## src/rtl/rv32i_mem_arbiter.sv

```systemverilog
// rv32i_mem_arbiter: shares the data-memory port between fetch and load/store,
// with starvation guard, pre-access legality check and access timeout.
module rv32i_mem_arbiter #(
    parameter int MAX_WAIT   = 15,
    parameter int STARVE_LIM = 4
) (
    input  logic        clk,
    input  logic        reset_n,
    input  logic        if_req,
    input  logic [31:0] if_addr,
    output logic [31:0] if_rdata,
    output logic        if_valid,
    output logic        if_err,
    input  logic        d_req,
    input  logic        d_we,
    input  logic [31:0] d_addr,
    input  logic [31:0] d_wdata,
    input  logic [1:0]  d_size,
    output logic [31:0] d_rdata,
    output logic        d_valid,
    output logic        d_err,
    output logic [31:0] MemAddr,
    output logic [31:0] toMem,
    output logic        MemRead,
    output logic        MemWrite,
    output logic [1:0]  addMemControl,
    input  logic [31:0] fromMem,
    input  logic        mem_ready,
    output logic        busy
);
    localparam logic [1:0] IDLE    = 2'd0;
    localparam logic [1:0] GNT_I   = 2'd1;
    localparam logic [1:0] GNT_D   = 2'd2;
    localparam logic [1:0] ERR_RSP = 2'd3;
    localparam int WW = $clog2(MAX_WAIT + 1);
    localparam int SW = $clog2(STARVE_LIM + 1);

    logic [1:0]    state_q, state_d;
    logic [WW-1:0] wait_q, wait_d;
    logic [SW-1:0] starve_q, starve_d;
    logic [31:0]   if_rdata_q, if_rdata_d, d_rdata_q, d_rdata_d;
    logic [31:0]   mem_addr_q, mem_addr_d, to_mem_q, to_mem_d;
    logic          if_valid_q, if_valid_d, if_err_q, if_err_d;
    logic          d_valid_q, d_valid_d, d_err_q, d_err_d;
    logic          mem_read_q, mem_read_d, mem_write_q, mem_write_d;
    logic [1:0]    mem_size_q, mem_size_d;
    logic          grant, done, tmo, stay, arb, i_el, d_el, pick_d, pick_i, i_bad, d_bad;

    always_comb begin
        grant = state_q == GNT_I || state_q == GNT_D;
        done = grant && mem_ready;
        tmo = grant && !mem_ready && wait_q == WW'(MAX_WAIT - 1);
        stay = grant && !mem_ready && !tmo;
        arb = !grant || done;
        // the requester completing on this edge does not compete again on it
        i_el = if_req && !(done && state_q == GNT_I);
        d_el = d_req && !(done && state_q == GNT_D);
        pick_d = d_el && (!i_el || starve_q < SW'(STARVE_LIM));
        pick_i = i_el && !pick_d;
        i_bad = if_addr[1:0] != 2'b00;
        d_bad = d_size == 2'b11 || (d_size == 2'b01 && d_addr[0]) || (d_size == 2'b10 && d_addr[1:0] != 2'b00);
        state_d = state_q;
        wait_d = grant ? wait_q + WW'(1) : wait_q;
        starve_d = starve_q;
        if_rdata_d = if_rdata_q;
        d_rdata_d = d_rdata_q;
        if_valid_d = 1'b0;
        if_err_d = 1'b0;
        d_valid_d = 1'b0;
        d_err_d = 1'b0;
        mem_addr_d = stay ? mem_addr_q : '0;
        to_mem_d = stay ? to_mem_q : '0;
        mem_read_d = stay ? mem_read_q : 1'b0;
        mem_write_d = stay ? mem_write_q : 1'b0;
        mem_size_d = stay ? mem_size_q : 2'b00;
        if (done && state_q == GNT_I) begin
            if_valid_d = 1'b1;
            if_rdata_d = fromMem;
        end
        if (done && state_q == GNT_D) begin
            d_valid_d = 1'b1;
            d_rdata_d = mem_write_q ? d_rdata_q : fromMem;
        end
        if (tmo) begin
            state_d = IDLE;
            if_valid_d = state_q == GNT_I;
            if_err_d = state_q == GNT_I;
            if_rdata_d = state_q == GNT_I ? '0 : if_rdata_q;
            d_valid_d = state_q == GNT_D;
            d_err_d = state_q == GNT_D;
            d_rdata_d = state_q == GNT_D ? '0 : d_rdata_q;
        end
        if (arb) begin
            state_d = IDLE;
            if (pick_d) begin
                starve_d = i_el ? starve_q + SW'(1) : starve_q;
                state_d = d_bad ? ERR_RSP : GNT_D;
                d_valid_d = d_bad;
                d_err_d = d_bad;
                d_rdata_d = d_bad ? '0 : d_rdata_d;
                wait_d = '0;
                mem_addr_d = d_bad ? '0 : d_addr;
                to_mem_d = d_bad ? '0 : d_wdata;
                mem_read_d = !d_bad && !d_we;
                mem_write_d = !d_bad && d_we;
                mem_size_d = d_bad ? 2'b00 : d_size;
            end else if (pick_i) begin
                starve_d = '0;
                state_d = i_bad ? ERR_RSP : GNT_I;
                if_valid_d = i_bad;
                if_err_d = i_bad;
                if_rdata_d = i_bad ? '0 : if_rdata_d;
                wait_d = '0;
                mem_addr_d = i_bad ? '0 : if_addr;
                mem_read_d = !i_bad;
                mem_size_d = i_bad ? 2'b00 : 2'b10;
            end
        end
    end

    always_ff @(posedge clk or negedge reset_n) begin
        if (!reset_n) begin
            state_q <= IDLE;
            wait_q <= '0;
            starve_q <= '0;
            if_rdata_q <= '0;
            d_rdata_q <= '0;
            if_valid_q <= 1'b0;
            if_err_q <= 1'b0;
            d_valid_q <= 1'b0;
            d_err_q <= 1'b0;
            mem_addr_q <= '0;
            to_mem_q <= '0;
            mem_read_q <= 1'b0;
            mem_write_q <= 1'b0;
            mem_size_q <= 2'b00;
        end else begin
            state_q <= state_d;
            wait_q <= wait_d;
            starve_q <= starve_d;
            if_rdata_q <= if_rdata_d;
            d_rdata_q <= d_rdata_d;
            if_valid_q <= if_valid_d;
            if_err_q <= if_err_d;
            d_valid_q <= d_valid_d;
            d_err_q <= d_err_d;
            mem_addr_q <= mem_addr_d;
            to_mem_q <= to_mem_d;
            mem_read_q <= mem_read_d;
            mem_write_q <= mem_write_d;
            mem_size_q <= mem_size_d;
        end
    end

    assign if_rdata = if_rdata_q;
    assign if_valid = if_valid_q;
    assign if_err = if_err_q;
    assign d_rdata = d_rdata_q;
    assign d_valid = d_valid_q;
    assign d_err = d_err_q;
    assign MemAddr = mem_addr_q;
    assign toMem = to_mem_q;
    assign MemRead = mem_read_q;
    assign MemWrite = mem_write_q;
    assign addMemControl = mem_size_q;
    assign busy = state_q == GNT_I || state_q == GNT_D;
endmodule

```

## config.mk

```make
export PLATFORM = sky130hd
export DESIGN_NAME = rv32i_mem_arbiter
export DESIGN_NICKNAME = d
export VERILOG_FILES = /design/src/rtl/rv32i_mem_arbiter.sv
export SDC_FILE = /design/constraint.sdc
export NUM_CORES = 1
export LEC_CHECK = 0
export CAP_MARGIN = 25
export CORE_MARGIN = 2
export CORE_UTILIZATION = 35
export CTS_CLUSTER_SIZE = 24
export DETAILED_ROUTE_END_ITERATION = 8
export PLACE_DENSITY_LB_ADDON = 0.15
export SLEW_MARGIN = 5
export SYNTH_ARGS = -nofsm -noshare
export SYNTH_HDL_FRONTEND = slang
export SYNTH_SLANG_ARGS = --single-unit
```

## constraint.sdc

```tcl
create_clock -name clk -period 3.8 [get_ports clk]
set_clock_uncertainty 0.2 [all_clocks]
set_input_delay 0.76 -clock clk [delete_from_list [all_inputs] [get_ports clk]]
set_output_delay 0.76 -clock clk [all_outputs]
set_load 0.03 [all_outputs]
```

== After elaboration in Yosys (flattened, before gate mapping) ==
Index checks and enable logic that the tools add are counted.
Storage, ports and cells
  register bits: 145
  output and inout port bits: 137
  input bits: 136
  logic and storage cells: 124
Cells by class
  multiplexer cells: 66
  add/subtract/negate cells: 2
  order comparisons: 1
  equal/unequal tests: 7
  reduce and logical (&&, ||, !) cells: 34
Operator list (count)
  two-way mux 32 bit: 24
  two-way mux 1 bit: 24
  two-way mux 2 bit: 11
  two-way mux 4 bit: 4
  logical AND 1 bit: 14
  logical NOT 1 bit: 10
  two-way mux 3 bit: 3
  nonzero test 2 bit: 4
  == test 2 bit, second input constant: 3
  logical OR 1 bit: 5
  adder 4 x 1 -> 4 bit, second input constant: 1
  == test 2 x 1 -> 1 bit, second input constant: 2
  == test 4 bit, second input constant: 1
  adder 3 x 1 -> 3 bit, second input constant: 1
  less-than comparator 3 bit, second input constant: 1
  AND reduction 3 bit: 1
  inequality test 2 bit, second input constant: 1

== Longest topological paths before layout ==
  depth in word-level cells: 14
  depth in mapped cells: 10
  gate-level depth less buffers: 6

== Worst setup path after synthesis ==
No wires, ideal clock.
  path kind: input to register
  start point: input port mem_ready
  end point: register d_rdata_q[10], in the netlist d_rdata[10]
  data required time: 3479 ps
  data arrival time: 2002 ps
  path buffers: 4
  stages on the path: 8
  library setup time: 121 ps
  path slack: 1476 ps
  cells stage by stage: buf_2 nand3b_4 buf_6 a31oi_2 a31o_2 buf_2 buf_2 nor2_1
Between the ends
  word-level cells in the longest chain between the ends: 9
  elaborated cells on any way between the ends: 19
  classes of those cells: 5 x mux; 14 x reduce/logical
RTL lines
  start, declared: line 28  | input logic mem_ready,
  logical AND 1 bit: line 51  | done = grant && mem_ready;
  logical AND 1 bit: line 56  | i_el = if_req && !(done && state_q == GNT_I);
  logical NOT 1 bit: line 56
  logical AND 1 bit: line 56
  logical NOT 1 bit: line 58  | pick_d = d_el && (!i_el || starve_q < SW'(STARVE_LIM));
  logical OR 1 bit: line 58
  logical AND 1 bit: line 58
  two-way mux 32 bit: line 95  | if (pick_d) begin
  two-way mux 32 bit *: line 93  | if (arb) begin
  named net d_rdata_d[10]: line 41  | logic [31:0] if_rdata_q, if_rdata_d, d_rdata_q, d_rdata_d;
  end signal, assigned: line 142  | d_rdata_q <= d_rdata_d;
  end, declared: line 41
Mark *: on every way through the listed nets, which the timed path passes. The rest lies on a longest branch.
A chain may end at the register's enable or synchronous reset.

== Worst setup path after layout ==
  start point: register state_q[0]
  end point: output port busy
Between the ends
  word-level cells in the longest chain between the ends: 2
  elaborated cells on any way between the ends: 3
  classes of those cells: 2 x eq/ne; 1 x reduce/logical
RTL lines
  start, declared: line 38  | logic [1:0] state_q, state_d;
  start signal, assigned: line 138  | state_q <= state_d;
  == test 2 x 1 -> 1 bit / == test 2 bit (equally long branches): line 166  | assign busy = state_q == GNT_I || state_q == GNT_D;
  logical OR 1 bit *: line 166
  end, declared: line 29  | output logic busy
Every way passes the cells marked *; elsewhere a longest branch is shown, timed or not.

==> results by group <==
Placed design
  • Detailed placer's ending HPWL: 12000 um
  • Place WS: approximately 600 ps
  • Buffers on Ports: ~270
  • Dpl cells: 939
  • GP Congestion: around 0.82
  • Placement Cell Area: approximately 8900 um^2

Worst setup path
  • Worst setup EP type: primary output
  • Worst endpoint data arrival time: 2120 ps
  • CP required: approximately 2800 ps
  • Startpoint types: flip-flop
  • Worst-path fanout max: 10
  • Critical path class: flip-flop to primary output

Routing
  • Vias after detailed routing: 4815
  • Routed Wire Length: ~17000 um
  • Initial DRT Pass Iterations: 4
  • Vias/cell: a little under 5
  • WL/cell: about 17 um
  • Routed Antenna Nets: 0
  • Residual DRC count: 0
  • Number of DRC markers in iteration 0: 245

Layout
  • Share of layout cells above drive strength 1: 0.0732
  • Filler cells: between 1k and 1.5k
  • Non-filler cells, final: between 900 and 1k
  • Most common cell after layout, fill and taps aside: clkdlybuf4s50_1
  • Final Util: 0.571
  • Area grow syn2layout: 59.3%
  • Design Area, Final: roughly 9500 um^2
  • NumNets Final: just under 900
  • Most frequent cells in the layout: clkdlybuf4s50_1, dfrtp_1, nor2_1, mux2i_1, a22o_1
  • Inserted Diodes: 0
  • Area of the multi-input gates: about 2100 um^2
  • Register area: between 3000 and 4000 um^2

Power and ir drop
  • Switch share: 0.389
  • Total power: between 7 and 8 mW
  • Sequential power share: 0.317
  • PD cells: ~760 nW/um^2
  • Combinational group share of total power: 0.452
  • Leak: 4.70 nW
  • Pint: 4.44 mW
  • Switching pwr: roughly 2.8 mW
  • Clock power share: 0.231
  • Worst vdd ir: approximately 430 uV

Clocking
  • CTS tree: built
  • Post CTS Setup Buffer Count: 0
  • Skew-Pair Late Insertion Delay: 410 ps
  • CTS Sinks: around 150
  • CTS Buffer Depth: 2
  • Clock-pin slew on the worst setup and hold paths: 60 ps
  • H-tree depth: 4
  • TritonCTS buffer count: 17
  • Post-cts gate resize count: 0
  • # hold bufs at CTS: 0
  • Root Driver: clkbuf_16

Timing
  • Final setup vio count: 0
  • Min Hold Slack: 138 ps
  • Period minus WS final: around 3100 ps
  • RSZ-0062 raised after global routing: no
  • Tightest Pin Transition: 787 ps
  • Slew margin rel.: 0.475
  • Fin. max-slew vios: 0
  • Period utilization: 0.809
  • Final hold viol count: 0
  • Final TNS setup: 0 ps
  • Fin worst setup slack: around 720 ps
  • Fmax: roughly 330 MHz

Floorplan
  • Die height: around 130 um
  • Number of cell rows: 47
  • Die width: about 130 um
  • Ports: between 200 and 300
  • Initial Util: 0.358
  • Area of the die: 18100 um^2
  • Core Area: 16600 um^2

Global routing
  • Initial antenna violation count: 0
  • Global-route wire length before repair: 26400 um
  • Global route overflow: 0
  • Gr usage total: 0.187
  • Largest net degree at the start of global routing: 69
  • Vias in the first global route: approximately 5k

Yosys
  • Yosys warning total: 0
  • Net Count, Synth: about 610
  • Post-synth EDFFs: 0
  • Post-synthesis sequential area ratio: 0.609
  • Register bit total from synthesis: 145
  • Post-Syn Area per Cell: about 13 um^2
  • Distinct cells, synth: 36
  • Synth async-reset ratio: 1.00
  • Post-synthesis instance area: 5960 um^2
  • Most used flip-flop cell after synthesis: dfrtp_1
  • Syn Inst Count: 471

Run status
  • Status: finished, final reports clean

Worst hold path
  • Worst hold path class: input port to async pin

Run
  • Max Cap Violations: 0
[power groups by stage]
stage                     logic (mW)  clock network, mW  registers [mW]
final                           3.28               1.68            2.30
after global routing            3.49               1.79            2.36
after CTS                       3.31               1.72            2.31
after detailed placement        3.32                  0            2.31
after global placement          3.26                  0            2.32
after floorplan                 1.04                  0            3.17
[metal layers]
| layer | global-route usage | vias up | wire length (um) | share of wire |
|---|---|---|---|---|
| li1 | - | 2235 | - | - |
| met1 | 0.248 | 2328 | 7300 | 0.43 |
| met2 | 0.290 | 229 | 7820 | 0.46 |
| met3 | 0.0612 | 23 | 1380 | 0.082 |
| met4 | 0.0667 | 0 | 352 | 0.021 |
| met5 | 0 | - | 0 | 0 |
[critical path, stage by stage (launching register included)]
cell and delay (ps):
dfrtp_1 380, inv_1 60, ha_1 430, inv_1 130, clkdlybuf4s50_1 710
[path summary, 6_finish.rpt]
kind	startpoint	cells past startpoint	slack, ps	to
worst min register to register	starve_q[0]	1	290	starve_q[0]
max in group asynchronous	reset_n	2	2460	d_rdata[8]
min in group clk	starve_q[0]	1	290	starve_q[0]
worst max-delay path	state_q[0]	4	720	busy
worst max register to register	state_q[0]	7	1130	d_rdata[29]
worst min-delay path	reset_n	1	140	if_rdata[7]
[kinds of logic (layout without fill, tap and decap cells)]
family,count (synthesis),count (layout),synth area share
XOR/XNOR,3,3,0.00441
AO/OA/AOI/OAI,86,86,0.130
adder cells (fa/ha/maj),5,5,0.0105
buffers and inverters,43,323,0.0388
flip-flops,145,145,0.609
AND/OR/NAND/NOR,125,125,0.100
multiplexers,64,64,0.107
[sequential cells by signal, summed over array words and instances, names as in the netlist]
name           cells
MemAddr           32
MemRead            1
MemWrite           1
addMemControl      2
d_err              1
d_rdata           32
d_valid            1
if_err             1
if_rdata          32
if_valid           1
starve_q           3
state_q            2
toMem             32
wait_q             4
[cell usage after synthesis, drive strengths merged, types with 3 or more instances]
cell type / instances / area, um^2
nand2b: 3 / 18.8
ha: 5 / 62.6
a22o: 37 / 324
dfrtp: 145 / 3630
buf: 19 / 141
nor2: 77 / 292
clkbuf: 18 / 67.6
mux2i: 64 / 641
inv: 6 / 22.5
o21ai: 6 / 30.0
and3: 32 / 200
a221o: 32 / 320
nand2: 3 / 11.3
[layout make-up]
cell class	instances	area share
clock inverters	13	0.0158
multi-input cells	283	0.223
repair buffers	285	0.300
well taps	220	0.0290
flip-flops and latches	145	0.382
clock buffers	19	0.0477
inverters	6	0.00237
No activity file was read; power rests on OpenSTA's default activity.
